$ cat src/rtl/contrast_stretch_ctrl_pkg.sv
// Shared constants, state encoding and default-gain helper for the auto-contrast controller.
package contrast_pkg;
  localparam int          PIX_W        = 8;
  localparam logic [15:0] NUMERATOR    = 16'd65280;
  localparam logic [7:0]  BYPASS_MIN   = 8'd0;
  localparam logic [7:0]  BYPASS_MAX   = 8'd255;
  localparam logic [15:0] BYPASS_SCALE = 16'd256;

  typedef enum logic [1:0] {
    ACCUM  = 2'd0,
    DIVIDE = 2'd1,
    COMMIT = 2'd2
  } state_t;

  // Q8.8 gain for a fixed threshold pair, evaluated at elaboration time.
  function automatic logic [15:0] default_scale(input int unsigned lo, input int unsigned hi);
    int unsigned q;
    q = 32'd65280 / (hi - lo);
    return q[15:0];
  endfunction
endpackage

$ cat src/rtl/contrast_stretch_ctrl_recip.sv
// 16-bit iterative restoring divider: one quotient bit per cycle, fixed 16-cycle latency.
module cs_recip_div
  import contrast_pkg::*;
(
  input  logic        clk,
  input  logic        rst,
  input  logic        start,
  input  logic [15:0] num,
  input  logic [15:0] den,
  output logic        done,
  output logic [15:0] quot
);
  logic        running;
  logic [3:0]  cnt;
  logic [15:0] rem;
  logic [15:0] den_q;
  logic [16:0] shifted;
  logic [16:0] trial;

  // quot doubles as the dividend shift register; bits leave at the top as quotient bits enter.
  always_comb begin
    shifted = {rem, quot[15]};
    trial   = shifted - {1'b0, den_q};
  end

  // done marks the edge on which the final quotient bit is written.
  assign done = running && (cnt == 4'd15);

  // Iteration engine; a start while running is ignored.
  always_ff @(posedge clk) begin
    if (rst) begin
      running <= 1'b0;
      cnt     <= 4'd0;
      rem     <= 16'd0;
      den_q   <= 16'd0;
      quot    <= 16'd0;
    end else if (!running) begin
      if (start) begin
        running <= 1'b1;
        cnt     <= 4'd0;
        rem     <= 16'd0;
        den_q   <= den;
        quot    <= num;
      end
    end else begin
      rem  <= trial[16] ? shifted[15:0] : trial[15:0];
      quot <= {quot[14:0], ~trial[16]};
      cnt  <= cnt + 4'd1;
      if (cnt == 4'd15) begin
        running <= 1'b0;
      end
    end
  end
endmodule

$ cat src/rtl/contrast_stretch_ctrl.sv
// Auto-contrast controller: tracks per-frame min/max, divides for the Q8.8 gain and
// publishes a complete min/max/gain set one cycle after the divide finishes.
module contrast_stretch_ctrl
  import contrast_pkg::*;
#(
  parameter int DEF_MIN   = 50,
  parameter int DEF_MAX   = 200,
  parameter int MIN_RANGE = 16,
  parameter int SCALE_W   = 16
) (
  input  logic               clk,
  input  logic               rst,
  input  logic               enable,
  input  logic               pix_valid,
  input  logic [PIX_W-1:0]   pix_data,
  input  logic               pix_last,
  output logic [PIX_W-1:0]   cfg_min,
  output logic [PIX_W-1:0]   cfg_max,
  output logic [SCALE_W-1:0] cfg_scale,
  output logic               cfg_update,
  output logic               busy,
  output logic               degenerate,
  output logic               overrun
);
  localparam logic [PIX_W-1:0]   DEF_MIN_V   = PIX_W'(DEF_MIN);
  localparam logic [PIX_W-1:0]   DEF_MAX_V   = PIX_W'(DEF_MAX);
  localparam logic [SCALE_W-1:0] DEF_SCALE_V = SCALE_W'(default_scale(DEF_MIN, DEF_MAX));
  localparam logic [PIX_W-1:0]   MIN_RANGE_V = PIX_W'(MIN_RANGE);

  state_t           state;
  logic [PIX_W-1:0] run_min;
  logic [PIX_W-1:0] run_max;
  logic [PIX_W-1:0] snap_min;
  logic [PIX_W-1:0] snap_max;
  logic [PIX_W-1:0] frame_min;
  logic [PIX_W-1:0] frame_max;
  logic [PIX_W-1:0] frame_range;
  logic [PIX_W-1:0] snap_range;
  logic             frame_end;
  logic             div_start;
  logic             div_done;
  logic [15:0]      div_quot;

  // Frame statistics including the pixel currently on the bus.
  always_comb begin
    frame_min   = (pix_data < run_min) ? pix_data : run_min;
    frame_max   = (pix_data > run_max) ? pix_data : run_max;
    frame_range = frame_max - frame_min;
    snap_range  = snap_max - snap_min;
    frame_end   = pix_valid & pix_last;
    div_start   = frame_end && (state == ACCUM);
  end

  cs_recip_div u_div (
    .clk   (clk),
    .rst   (rst),
    .start (div_start),
    .num   (NUMERATOR),
    .den   ({8'd0, frame_range}),
    .done  (div_done),
    .quot  (div_quot)
  );

  // Running min/max; keeps accumulating in every state so no pixel is ever stalled.
  always_ff @(posedge clk) begin
    if (rst) begin
      run_min <= 8'd255;
      run_max <= 8'd0;
    end else if (pix_valid) begin
      if (pix_last) begin
        run_min <= 8'd255;
        run_max <= 8'd0;
      end else begin
        run_min <= frame_min;
        run_max <= frame_max;
      end
    end
  end

  // Control FSM with registered outputs; a frame ending while busy is dropped and flagged.
  always_ff @(posedge clk) begin
    if (rst) begin
      state      <= ACCUM;
      snap_min   <= 8'd0;
      snap_max   <= 8'd0;
      cfg_min    <= DEF_MIN_V;
      cfg_max    <= DEF_MAX_V;
      cfg_scale  <= DEF_SCALE_V;
      cfg_update <= 1'b0;
      busy       <= 1'b0;
      degenerate <= 1'b0;
      overrun    <= 1'b0;
    end else begin
      cfg_update <= 1'b0;
      degenerate <= 1'b0;
      if (frame_end && (state != ACCUM)) begin
        overrun <= 1'b1;
      end
      case (state)
        ACCUM: begin
          if (frame_end) begin
            snap_min <= frame_min;
            snap_max <= frame_max;
            busy     <= 1'b1;
            state    <= DIVIDE;
          end
        end
        DIVIDE: begin
          if (div_done) begin
            state <= COMMIT;
          end
        end
        COMMIT: begin
          cfg_update <= 1'b1;
          busy       <= 1'b0;
          state      <= ACCUM;
          if (!enable) begin
            cfg_min   <= BYPASS_MIN;
            cfg_max   <= BYPASS_MAX;
            cfg_scale <= SCALE_W'(BYPASS_SCALE);
          end else if (snap_range < MIN_RANGE_V) begin
            cfg_min    <= DEF_MIN_V;
            cfg_max    <= DEF_MAX_V;
            cfg_scale  <= DEF_SCALE_V;
            degenerate <= 1'b1;
          end else begin
            cfg_min   <= snap_min;
            cfg_max   <= snap_max;
            cfg_scale <= div_quot[SCALE_W-1:0];
          end
        end
        default: begin
          busy  <= 1'b0;
          state <= ACCUM;
        end
      endcase
    end
  end
endmodule

$ cat config.mk
export PLATFORM = sky130hd
export DESIGN_NAME = contrast_stretch_ctrl
export DESIGN_NICKNAME = d
export VERILOG_FILES = /design/src/rtl/contrast_stretch_ctrl_pkg.sv /design/src/rtl/contrast_stretch_ctrl_recip.sv /design/src/rtl/contrast_stretch_ctrl.sv
export SDC_FILE = /design/constraint.sdc
export NUM_CORES = 1
export LEC_CHECK = 0
export BUFFER_PORTS_ARGS = -buffer_cell sky130_fd_sc_hd__buf_2
export CAP_MARGIN = 0
export CORE_UTILIZATION = 50
export DETAILED_ROUTE_END_ITERATION = 8
export MAX_ROUTING_LAYER = met4
export PLACE_DENSITY = 0.72
export RECOVER_POWER = 25
export REMOVE_ABC_BUFFERS = 1
export SLEW_MARGIN = 20
export SYNTH_ARGS = -nofsm -noshare
export SYNTH_HDL_FRONTEND = slang
export SYNTH_SLANG_ARGS = --single-unit
$ cat constraint.sdc
create_clock -name clk -period 3.7 [get_ports clk]
set_clock_uncertainty 0.1 [all_clocks]
set_input_delay 0.37 -clock clk [delete_from_list [all_inputs] [get_ports clk]]
set_output_delay 0.37 -clock clk [all_outputs]
set_load 0.05 [all_outputs]
# == Word level (Yosys, flattened, before mapping) ==
# Index checks and enable logic that the tools add are counted.
# totals
register_bits,115
latchBits,0
mem_bits_rw,0
rom_bits,0
input_bits,13
out_inout_bits,36
elab_cells,73
mem_count,0
# op_classes
addsub,4
n_mul,0
n_div,0
order_cmp,3
eq_ne,5
n_shift,0
mux,27
bitwise_logic,6
n_reduce_logical,11
# ops
op,count
two-way mux 16 bit,7
two-way mux 8 bit,8
subtractor 17 x 8 -> 17 bit,1
subtractor 8 bit,2
> comparator 8 bit,1
"less-than comparator 8 x 5 -> 1 bit, second input constant",1
less-than comparator 8 bit,1
two-way mux 4 bit,2
AND reduction 2 bit,4
two-way mux 1 bit,6
NOT 1 bit,5
"adder 4 x 1 -> 4 bit, second input constant",1
"equality test 4 bit, second input constant",1
two-way mux 2 bit,2
"!= test 2 bit, second input constant",2
case mux 2 bit (2 select lines),1
nonzero test 2 bit,2
logical AND 1 bit,3
OR reduction 3 bit,1
"equality test 2 x 1 -> 1 bit, second input constant",1
"equality test 2 bit, second input constant",1
zero test 2 bit,1
case mux 1 bit (2 select lines),1
AND 1 bit,1

# == Longest topological paths before layout ==
# Gate-level depths: netlist of run 1.
# logic_depth
depth_word,4
ltp_mapped,17

# == Hierarchy ==
# Synthesis of run 1 repeated with hierarchy kept, for this count alone.
# hier_totals
hier_cells,825
hier_area_um2,6648.9
# by_module_without_submodules
module,instances,cells_each,area_each_um2
contrast_stretch_ctrl,1,452,3647.2
cs_recip_div,1,373,3001.6

# == Worst setup path before layout of run 1 ==
# Ideal clock, no wire load.
# synth_path
path_kind,in2reg
start,input port pix_data[1]
end,register u_div.den_q[7]
arrival_ps,3350
setup_slack_ps,155
cell_stages,15
path_buffers,0
cell_sequence,ha_1 > nor2b_1 > o211ai_1 > a21oi_1 > o22ai_1 > mux2i_1 > inv_1 > ha_1 > nor2b_1 > o21ai_0 > a21oi_1 > o31ai_1 > nand2_1 > or3_1 > o311ai_1
# synth_via
elab_chain_cells,3
# synth_lines
element,line_no,text
from (decl),contrast_stretch_ctrl.sv:15,"input logic [PIX_W-1:0] pix_data,"
> comparator 8 bit,contrast_stretch_ctrl.sv:47,frame_max = (pix_data > run_max) ? pix_data : run_max;
two-way mux 8 bit (*),contrast_stretch_ctrl.sv:47,
named net frame_max[1],contrast_stretch_ctrl.sv:36,logic [PIX_W-1:0] frame_max;
subtractor 8 bit (*),contrast_stretch_ctrl.sv:48,frame_range = frame_max - frame_min;
to (signal assigned),contrast_stretch_ctrl_recip.sv:42,den_q <= den;
to (decl),contrast_stretch_ctrl_recip.sv:16,logic [15:0] den_q;
# The timed path passes the listed nets; every way through them passes the cells marked *.
# A chain may end at the register's enable or synchronous reset.

# == Worst setup path after layout of run 1 ==
# layout_path
start,register run_max[1]
end,register u_div.den_q[7]
# layout_via
elab_chain_cells,3
# layout_lines
element,line_no,text
from (decl),contrast_stretch_ctrl.sv:32,logic [PIX_W-1:0] run_max;
from (signal assigned),contrast_stretch_ctrl.sv:75,run_max <= frame_max;
> comparator 8 bit,contrast_stretch_ctrl.sv:47,
two-way mux 8 bit,contrast_stretch_ctrl.sv:47,
named net frame_max[6],contrast_stretch_ctrl.sv:36,
subtractor 8 bit,contrast_stretch_ctrl.sv:48,
# The timed path passes the listed nets, and every way through them passes these cells.

==> results of run 1 <==
==> critical path, delay by kind of cell (launching register included) <==
| family | cells | cell delay, ns |
|---|---|---|
| AO/OA/AOI/OAI | 5 | 0.92 |
| buffers and inverters | 3 | 0.37 |
| flip-flops | 1 | 0.35 |
| multiplexers | 1 | 0.36 |
| adder cells (fa/ha/maj) | 2 | 0.50 |
| AND/OR/NAND/NOR | 4 | 0.84 |
==> Yosys cell counts, types with 6 or more instances <==
cell type	instances	area, µm²
sky130_fd_sc_hd__dfxtp_1	115	2300
sky130_fd_sc_hd__nor2_1	84	315
sky130_fd_sc_hd__nand2_1	64	240
sky130_fd_sc_hd__a21oi_1	55	275
sky130_fd_sc_hd__inv_1	41	154
sky130_fd_sc_hd__ha_1	37	463
sky130_fd_sc_hd__clkbuf_1	35	131
sky130_fd_sc_hd__nor3_1	22	110
sky130_fd_sc_hd__o21ai_1	20	100
sky130_fd_sc_hd__mux2i_1	19	190
sky130_fd_sc_hd__a32oi_1	17	149
sky130_fd_sc_hd__a211oi_1	16	120
sky130_fd_sc_hd__o21ai_0	13	65.1
sky130_fd_sc_hd__nand2b_1	9	56.3
sky130_fd_sc_hd__nand3b_1	9	67.6
sky130_fd_sc_hd__nor2b_1	9	56.3
sky130_fd_sc_hd__xnor2_1	9	78.8
sky130_fd_sc_hd__nand4_1	8	50.1
sky130_fd_sc_hd__or3_1	7	43.8
sky130_fd_sc_hd__xor2_1	7	61.3
sky130_fd_sc_hd__a22oi_1	6	45.0
sky130_fd_sc_hd__mux2_2	6	67.6
sky130_fd_sc_hd__or2_1	6	37.5
==> path summary, 6_finish.rpt <==
check,from,endpoint,slack [ns],depth (start not counted)
worst max register to register,run_max[1]$_SDFFE_PP0P_,u_div.den_q[7]$_SDFFE_PP0P_,0.18,15
worst min-delay path,enable,degenerate$_SDFF_PP0_,0.14,2
worst min register to register,cfg_scale[5]$_SDFFE_PP1P_,cfg_scale[5]$_SDFFE_PP1P_,0.36,2
worst max-delay path,run_max[1]$_SDFFE_PP0P_,u_div.den_q[7]$_SDFFE_PP0P_,0.18,15
==> placed cells by master (no fill, tap or decap), types with 11 or more instances in the layout <==
cell,count
sky130_fd_sc_hd__ha_1,37
sky130_fd_sc_hd__nand2_1,64
sky130_fd_sc_hd__buf_2,12
sky130_fd_sc_hd__clkbuf_1,40
sky130_fd_sc_hd__buf_4,11
sky130_fd_sc_hd__clkbuf_16,17
sky130_fd_sc_hd__a21oi_1,54
sky130_fd_sc_hd__nor3_1,21
sky130_fd_sc_hd__a211oi_1,16
sky130_fd_sc_hd__o21ai_0,11
sky130_fd_sc_hd__mux2i_1,18
sky130_fd_sc_hd__inv_1,41
sky130_fd_sc_hd__a32oi_1,17
sky130_fd_sc_hd__nor2_1,83
sky130_fd_sc_hd__o21ai_1,22
sky130_fd_sc_hd__dfxtp_1,114
==> metrics by stage <==
| stage | instance area, µm² | setup slack [ns] | total power [mW] | util [%] |
|---|---|---|---|---|
| 6_report | 6600 | 0.179 | 3.90 | 59.8 |
| 3_3_place_gp | 6100 | 0.0988 | 2.43 | 55.3 |
| 4_1_cts | 6620 | 0.121 | 3.92 | 60.0 |
| 2_1_floorplan | 5600 | 0.00996 | 2.23 | - |
| 3_5_place_dp | 6100 | 0.0251 | 2.47 | 55.3 |
| 5_1_grt | 6600 | 0.0460 | 4.10 | 59.8 |
==> cell type report <==
type | instances | area [µm²]
timing repair buffer | 59 | 278
clock inverter | 5 | 27.5
multi-input combinational | 488 | 3160
inverter | 42 | 158
tap | 140 | 175
fill | 997 | 4430
clock buffer | 25 | 495
sequential | 115 | 2300
==> power by group through the flow <==
stage | registers (mW) | logic, mW | clock network, mW
finish | 1.39 | 1.08 | 1.44
global route | 1.40 | 1.18 | 1.52
CTS | 1.38 | 1.07 | 1.46
detailed placement | 1.41 | 1.06 | 0
global placement | 1.41 | 1.03 | 0
floorplan | 1.40 | 0.828 | 0
==> kinds of logic after synthesis <==
group | Yosys count | synth area share [%]
fa+ha+maj | 39 | 8.74
simple gates | 237 | 19.2
mux | 25 | 4.48
xor+xnor | 17 | 2.91
flops | 115 | 40.0
buf+inv | 81 | 5.43
compound gates | 170 | 19.2
==> timing repair <==
action                     4_1_cts  5_1_grt
hold endpoints to repair         0        0
setup endpoints to repair        0        3
setup buffers                    0        1
gates resized for setup          0        6
==> per-layer routing <==
metal | wire length, µm | global-route usage (%) | up-vias
li1 | - | - | 2478
met1 | 6210 | 29.3 | 2387
met2 | 6510 | 39.9 | 101
met3 | 580 | 5.75 | 19
met4 | 189 | 9.33 | 0
met5 | 0 | - | -
==> flow_results.xml, run 1 <==
<?xml version="1.0" encoding="UTF-8"?>
<metrics>
  <group name="run_status">
    <metric name="outcome" unit="">finished, final reports clean</metric>
  </group>
  <group name="setup_path">
    <metric name="crit_chain" unit="">inv_1 &gt; ha_1 &gt; nor2b_1 &gt; o211ai_1 &gt; a21oi_1 &gt; o22ai_1 &gt; buf_4 &gt; buf_4 &gt; mux2_2 &gt; ha_1 &gt; or3_1 &gt; o31ai_1 &gt; nand2_1 &gt; or3_1 &gt; o311ai_1</metric>
    <metric name="critical_path.max_fanout" unit="">7</metric>
    <metric name="cp.arrival" unit="ns">3.74</metric>
    <metric name="cp_slowest_stage_delay" unit="ns">0.36</metric>
    <metric name="crit_type" unit="">reg2reg</metric>
    <metric name="cp-end-kind" unit="">flop</metric>
    <metric name="critical-path-slowest-cell" unit="">sky130_fd_sc_hd__mux2_2</metric>
    <metric name="worstSetupStartpointType" unit="">flop</metric>
    <metric name="worst-endpoint-required" unit="ns">3.92</metric>
  </group>
  <group name="power_and_ir_drop">
    <metric name="power_density_over_cell_area" unit="mW/mm²">591</metric>
    <metric name="intPower" unit="mW">2.68</metric>
    <metric name="netSwitchingPower" unit="mW">1.23</metric>
    <metric name="max-vdd-ir-drop" unit="mV">0.756</metric>
    <metric name="share_seq_of_total_power" unit="%">35.6</metric>
    <metric name="power_leakage" unit="nW">2.62</metric>
    <metric name="clockPowerShare" unit="%">36.9</metric>
    <metric name="netSwitchingFraction" unit="%">31.4</metric>
    <metric name="comb_power_share" unit="%">27.6</metric>
  </group>
  <group name="timing">
    <metric name="timing_max_transition_violations_final" unit="">0</metric>
    <metric name="totalNegativeSetupSlack" unit="ns">0</metric>
    <metric name="setup_viol_count_final" unit="">0</metric>
    <metric name="achievable-frequency" unit="GHz">0.284</metric>
    <metric name="worst_relative_slew_slack" unit="%">30.2</metric>
    <metric name="rsz_0062_raised_after_global_routing" unit="">no</metric>
    <metric name="period_minus_slack" unit="ns">3.52</metric>
    <metric name="worst_pin_slew" unit="ns">1.05</metric>
    <metric name="min_period_over_period" unit="%">95.2</metric>
    <metric name="final-hold-violation-count" unit="">0</metric>
    <metric name="timing.hold.ws" unit="ns">0.144</metric>
  </group>
  <group name="grt">
    <metric name="grt_start_max_net_pins" unit="">70</metric>
    <metric name="globalRoute.totalOverflow" unit="">0</metric>
    <metric name="gr_usage_total" unit="%">24.5</metric>
    <metric name="number_of_antenna_violations_at_the_first_check_in_global_routing" unit="">0</metric>
    <metric name="global_route_wire_length_before_repair" unit="mm">22.0</metric>
    <metric name="first_global_vias" unit="">4744</metric>
  </group>
  <group name="route">
    <metric name="postRouteWirelength" unit="mm">13.5</metric>
    <metric name="drt_first_iter_violations" unit="">381</metric>
    <metric name="route.vias.total" unit="">4985</metric>
    <metric name="drt_pre_antenna_iters" unit="">5</metric>
    <metric name="route.detailed.vias_per_inst" unit="">5.70</metric>
    <metric name="routedWlPerCell" unit="µm">15.4</metric>
    <metric name="ant_nets" unit="">0</metric>
    <metric name="remaining_drc_errors" unit="">0</metric>
  </group>
  <group name="cells_and_area">
    <metric name="antenna_cells" unit="">0</metric>
    <metric name="layout.nets" unit="">775</metric>
    <metric name="areaGrowthSynthToFinish" unit="%">14.6</metric>
    <metric name="biggestRegsByFlops" unit="">cfg_scale: 16 flops, u_div.quot: 16 flops, u_div.rem: 16 flops</metric>
    <metric name="finalNonFillerCells" unit="">874</metric>
    <metric name="final_layout_size_suffix_gt1_share" unit="%">9.40</metric>
  </group>
  <group name="flow_run">
    <metric name="maxCapViolCount" unit="">0</metric>
  </group>
  <group name="yosys">
    <metric name="synth.avg_cell_area" unit="µm²">8.42</metric>
    <metric name="synth.cell_area" unit="mm²">0.00576</metric>
    <metric name="synth.lib_cells_used.distinct" unit="">59</metric>
    <metric name="synthesis.yosys.warnings" unit="">0</metric>
    <metric name="postSynth.topFlopCell" unit="">sky130_fd_sc_hd__dfxtp_1</metric>
    <metric name="ys_seq_elements" unit="">115</metric>
    <metric name="synthesis.instances" unit="">684</metric>
    <metric name="synth-async-reset-ratio" unit="%">0</metric>
    <metric name="synth.yosys.seq_area_share" unit="%">40.0</metric>
    <metric name="synth_enable_flop_cells" unit="">0</metric>
  </group>
  <group name="die">
    <metric name="die_x" unit="µm">109</metric>
    <metric name="floorplan.die.height" unit="µm">109</metric>
    <metric name="rows" unit="">38</metric>
    <metric name="design.portCount" unit="">49</metric>
    <metric name="initial_core_util" unit="%">52.2</metric>
    <metric name="floorplan.die_area" unit="mm²">0.0119</metric>
    <metric name="design.core.area" unit="mm²">0.0110</metric>
  </group>
  <group name="clocking">
    <metric name="cts_tree" unit="">built</metric>
    <metric name="cts_inserted_buffers" unit="">17</metric>
    <metric name="ctsHoldBuffers" unit="">0</metric>
    <metric name="clock_tree.buffer_depth" unit="">2</metric>
    <metric name="cts.sink_count" unit="">115</metric>
    <metric name="cts.clk_slew.worst_paths" unit="ns">0.05</metric>
    <metric name="cts_root_buffer" unit="">sky130_fd_sc_hd__clkbuf_16</metric>
    <metric name="clock_insertion_delay_worst_skew" unit="ns">0.41</metric>
    <metric name="htreeDepth" unit="">4</metric>
  </group>
  <group name="place">
    <metric name="gp_congestion" unit="">0.906</metric>
    <metric name="placedCellCount" unit="">843</metric>
    <metric name="dp_hpwl" unit="mm">9.28</metric>
    <metric name="placement.io_buffers" unit="">48</metric>
  </group>
  <group name="hold_path">
    <metric name="worstHoldPathType" unit="">in2reg</metric>
  </group>
</metrics>
(Power assumes the default switching activity.)
==> run 2, diff against run 1 <==
==> constraint.sdc (replaced) <==
create_clock -name clk -period 3.7 [get_ports clk]
set_clock_uncertainty 0.1 [all_clocks]
set_input_delay 0.74 -clock clk [delete_from_list [all_inputs] [get_ports clk]]
set_output_delay 0.74 -clock clk [all_outputs]
set_load 0.05 [all_outputs]
==> flow_results.xml, run 2 (synthesis results as in run 1) <==
<?xml version="1.0" encoding="UTF-8"?>
<metrics>
  <group name="route">
    <metric name="drt_pre_antenna_iters" unit="">5</metric>
    <metric name="route.vias.total" unit="">5114</metric>
    <metric name="route.detailed.vias_per_inst" unit="">5.66</metric>
    <metric name="routedWlPerCell" unit="µm">15.3</metric>
    <metric name="ant_nets" unit="">0</metric>
    <metric name="remaining_drc_errors" unit="">0</metric>
    <metric name="drt_first_iter_violations" unit="">378</metric>
    <metric name="postRouteWirelength" unit="mm">13.8</metric>
  </group>
  <group name="setup_path">
    <metric name="cp-end-kind" unit="">flop</metric>
    <metric name="critical_path.max_fanout" unit="">5</metric>
    <metric name="cp.arrival" unit="ns">3.71</metric>
    <metric name="worst-endpoint-required" unit="ns">3.92</metric>
    <metric name="crit_chain" unit="">buf_2 &gt; ha_1 &gt; nor2b_1 &gt; o211ai_1 &gt; a21oi_1 &gt; o22ai_1 &gt; buf_4 &gt; mux2i_1 &gt; inv_1 &gt; ha_1 &gt; nor2b_1 &gt; o21ai_1 &gt; a21oi_1 &gt; o31ai_2 &gt; nand2_1 &gt; or3_1 &gt; o311ai_1</metric>
    <metric name="worstSetupStartpointType" unit="">input pin</metric>
    <metric name="worstReg2RegStart" unit="">run_max[1]$_SDFFE_PP0P_</metric>
    <metric name="path_depth" unit="">17</metric>
    <metric name="crit_start" unit="">pix_data[1]</metric>
    <metric name="ff2ff_path_depth" unit="">17</metric>
    <metric name="reg2reg_to" unit="">u_div.den_q[7]$_SDFFE_PP0P_</metric>
    <metric name="critical-path-slowest-cell" unit="">sky130_fd_sc_hd__or3_1</metric>
    <metric name="cp_top_family" unit="">compound AO/OA/AOI/OAI gates</metric>
    <metric name="setup.worst_path.end" unit="">u_div.den_q[7]$_SDFFE_PP0P_</metric>
    <metric name="worst-r2r-setup-slack" unit="ns">0.23</metric>
    <metric name="crit_type" unit="">in2reg</metric>
    <metric name="cp_num_buf_inv" unit="">3</metric>
    <metric name="cp_slowest_stage_delay" unit="ns">0.33</metric>
  </group>
  <group name="place">
    <metric name="dp_hpwl" unit="mm">9.60</metric>
    <metric name="placement.io_buffers" unit="">48</metric>
    <metric name="placedInstanceArea" unit="mm²">0.00633</metric>
    <metric name="gp_congestion" unit="">0.864</metric>
  </group>
  <group name="cells_and_area">
    <metric name="areaGrowthSynthToFinish" unit="%">20.2</metric>
    <metric name="final_common_cell" unit="">sky130_fd_sc_hd__dfxtp_1</metric>
    <metric name="fin_area" unit="mm²">0.00692</metric>
    <metric name="mostFrequentLayoutCells" unit="">115 x sky130_fd_sc_hd__dfxtp_1, 83 x sky130_fd_sc_hd__nor2_1, 64 x sky130_fd_sc_hd__nand2_1</metric>
    <metric name="layout.nets" unit="">803</metric>
    <metric name="antenna_cells" unit="">0</metric>
    <metric name="biggestRegsByFlops" unit="">cfg_scale: 16 flops, u_div.quot: 16 flops, u_div.rem: 16 flops</metric>
    <metric name="final_layout_size_suffix_gt1_share" unit="%">15.2</metric>
  </group>
  <group name="timing">
    <metric name="timing.hold.ws" unit="ns">0.355</metric>
    <metric name="setup_viol_count_final" unit="">0</metric>
    <metric name="rsz_0062_raised_after_global_routing" unit="">no</metric>
    <metric name="final-hold-violation-count" unit="">0</metric>
    <metric name="worst_relative_slew_slack" unit="%">-7.45</metric>
    <metric name="worst_pin_slew" unit="ns">1.61</metric>
    <metric name="min_period_over_period" unit="%">94.4</metric>
    <metric name="period_minus_slack" unit="ns">3.49</metric>
    <metric name="timing_max_transition_violations_final" unit="">69</metric>
    <metric name="achievable-frequency" unit="GHz">0.286</metric>
  </group>
  <group name="clocking">
    <metric name="post_cts_buffers" unit="">0</metric>
    <metric name="htreeDepth" unit="">4</metric>
    <metric name="clock_tree.buffer_depth" unit="">2</metric>
    <metric name="cts_tree" unit="">built</metric>
    <metric name="cts_root_buffer" unit="">sky130_fd_sc_hd__clkbuf_16</metric>
    <metric name="cts_inserted_buffers" unit="">17</metric>
    <metric name="cts.clk_slew.worst_paths" unit="ns">0.05</metric>
    <metric name="cts.sink_count" unit="">115</metric>
    <metric name="clock_insertion_delay_worst_skew" unit="ns">0.41</metric>
  </group>
  <group name="die">
    <metric name="die_x" unit="µm">109</metric>
    <metric name="floorplan.die.height" unit="µm">109</metric>
    <metric name="rows" unit="">38</metric>
    <metric name="design.core.area" unit="mm²">0.0110</metric>
    <metric name="floorplan.die_area" unit="mm²">0.0119</metric>
    <metric name="design.portCount" unit="">49</metric>
    <metric name="initial_core_util" unit="%">52.2</metric>
  </group>
  <group name="grt">
    <metric name="number_of_antenna_violations_at_the_first_check_in_global_routing" unit="">0</metric>
    <metric name="global_route_wire_length_before_repair" unit="mm">22.7</metric>
    <metric name="grt_start_max_net_pins" unit="">75</metric>
    <metric name="globalRoute.totalOverflow" unit="">0</metric>
    <metric name="gr_usage_total" unit="%">25.3</metric>
    <metric name="first_global_vias" unit="">4857</metric>
  </group>
  <group name="power_and_ir_drop">
    <metric name="clockPowerShare" unit="%">39.9</metric>
    <metric name="netSwitchingFraction" unit="%">30.4</metric>
    <metric name="comb_power_share" unit="%">26.9</metric>
    <metric name="power_density_over_cell_area" unit="mW/mm²">603</metric>
    <metric name="power_leakage" unit="nW">2.85</metric>
    <metric name="netSwitchingPower" unit="mW">1.27</metric>
    <metric name="max-vdd-ir-drop" unit="mV">0.710</metric>
    <metric name="power.total" unit="mW">4.17</metric>
    <metric name="intPower" unit="mW">2.90</metric>
    <metric name="share_seq_of_total_power" unit="%">33.3</metric>
  </group>
  <group name="flow_run">
    <metric name="maxCapViolCount" unit="">2</metric>
  </group>
  <group name="hold_path">
    <metric name="worstHoldPathType" unit="">reg2reg</metric>
  </group>
  <group name="run_status">
    <metric name="outcome" unit="">finished, violations left</metric>
    <metric name="violations" unit="">max-capacitance violations, max-slew violations</metric>
  </group>
</metrics>
[run 2: cell types whose count changed in the layout (fill, tap and decap cells not counted), sizes merged]
cell,previous run,this run
buf,23,70
bufinv,0,3
clkbuf,61,39
clkinvlp,1,2
[run 2: per-layer routing]
layer / track usage [%] / wire length, µm / up-vias / share of wire [%]
met1: 30.6 / 6420 / 2412 / 47
met3: 7.05 / 593 / 36 / 4.3
met5: - / 0 / - / 0
met2: 40.4 / 6470 / 120 / 47
li1: - / - / 2546 / -
met4: 9.43 / 308 / 0 / 2.2
[run 2: how the worst min path moves through the flow]
stage,start,to,slack (ns),cells after the start
6_report,u_div.den_q[3]$_SDFFE_PP0P_,u_div.den_q[3]$_SDFFE_PP0P_,0.36,2
5_1_grt,u_div.den_q[4]$_SDFFE_PP0P_,u_div.den_q[4]$_SDFFE_PP0P_,0.39,2
4_1_cts,u_div.den_q[3]$_SDFFE_PP0P_,u_div.den_q[3]$_SDFFE_PP0P_,0.35,2
3_5_place_dp,u_div.den_q[3]$_SDFFE_PP0P_,u_div.den_q[3]$_SDFFE_PP0P_,0.35,2
3_3_place_gp,u_div.den_q[5]$_SDFFE_PP0P_,u_div.den_q[5]$_SDFFE_PP0P_,0.34,2
2_1_floorplan,u_div.den_q[3]$_SDFFE_PP0P_,u_div.den_q[3]$_SDFFE_PP0P_,0.33,2
[run 2: final cells by class]
type / instances / area [µm²]
sequential: 115 / 2300
clock buffer: 22 / 474
fill: 942 / 4110
timing repair buffer: 87 / 519
tap: 140 / 175
clock inverter: 9 / 129
inverter: 42 / 158
multi-input combinational: 488 / 3160
[run 2: what timing repair did]
action | CTS | global route
endpoints found under the hold margin | 0 | 0
endpoints found under the setup margin | 0 | 3
gates resized for setup | 0 | 4
hold buffers | 0 | 0
[run 2: power by group through the flow]
stage / logic (mW) / clock network [mW] / registers, mW
after floorplan: 0.828 / 0 / 1.40
after global placement: 1.07 / 0 / 1.40
after detailed placement: 1.10 / 0 / 1.41
after CTS: 1.11 / 1.68 / 1.39
after global routing: 1.23 / 1.74 / 1.40
final: 1.12 / 1.66 / 1.39
[run 2: worst min-delay path: stages, from the launching register on]
cell	delay, ns
sky130_fd_sc_hd__dfxtp_1	0.31
sky130_fd_sc_hd__nand2_1	0.05
sky130_fd_sc_hd__a21oi_1	0.05
[run 2: per-stage QoR]
stage | util, % | TNS (ns) | worst slack, ns | instances
6_report | 62.7 | 0 | 0.208 | 903
5_1_grt | 62.7 | 0 | 0.00160 | 903
4_1_cts | 62.9 | 0 | 0.151 | 903
3_5_place_dp | 57.4 | -0.771 | -0.281 | 872
3_3_place_gp | 57.4 | -0.238 | -0.186 | 872
2_1_floorplan | - | -0.938 | -0.360 | 645
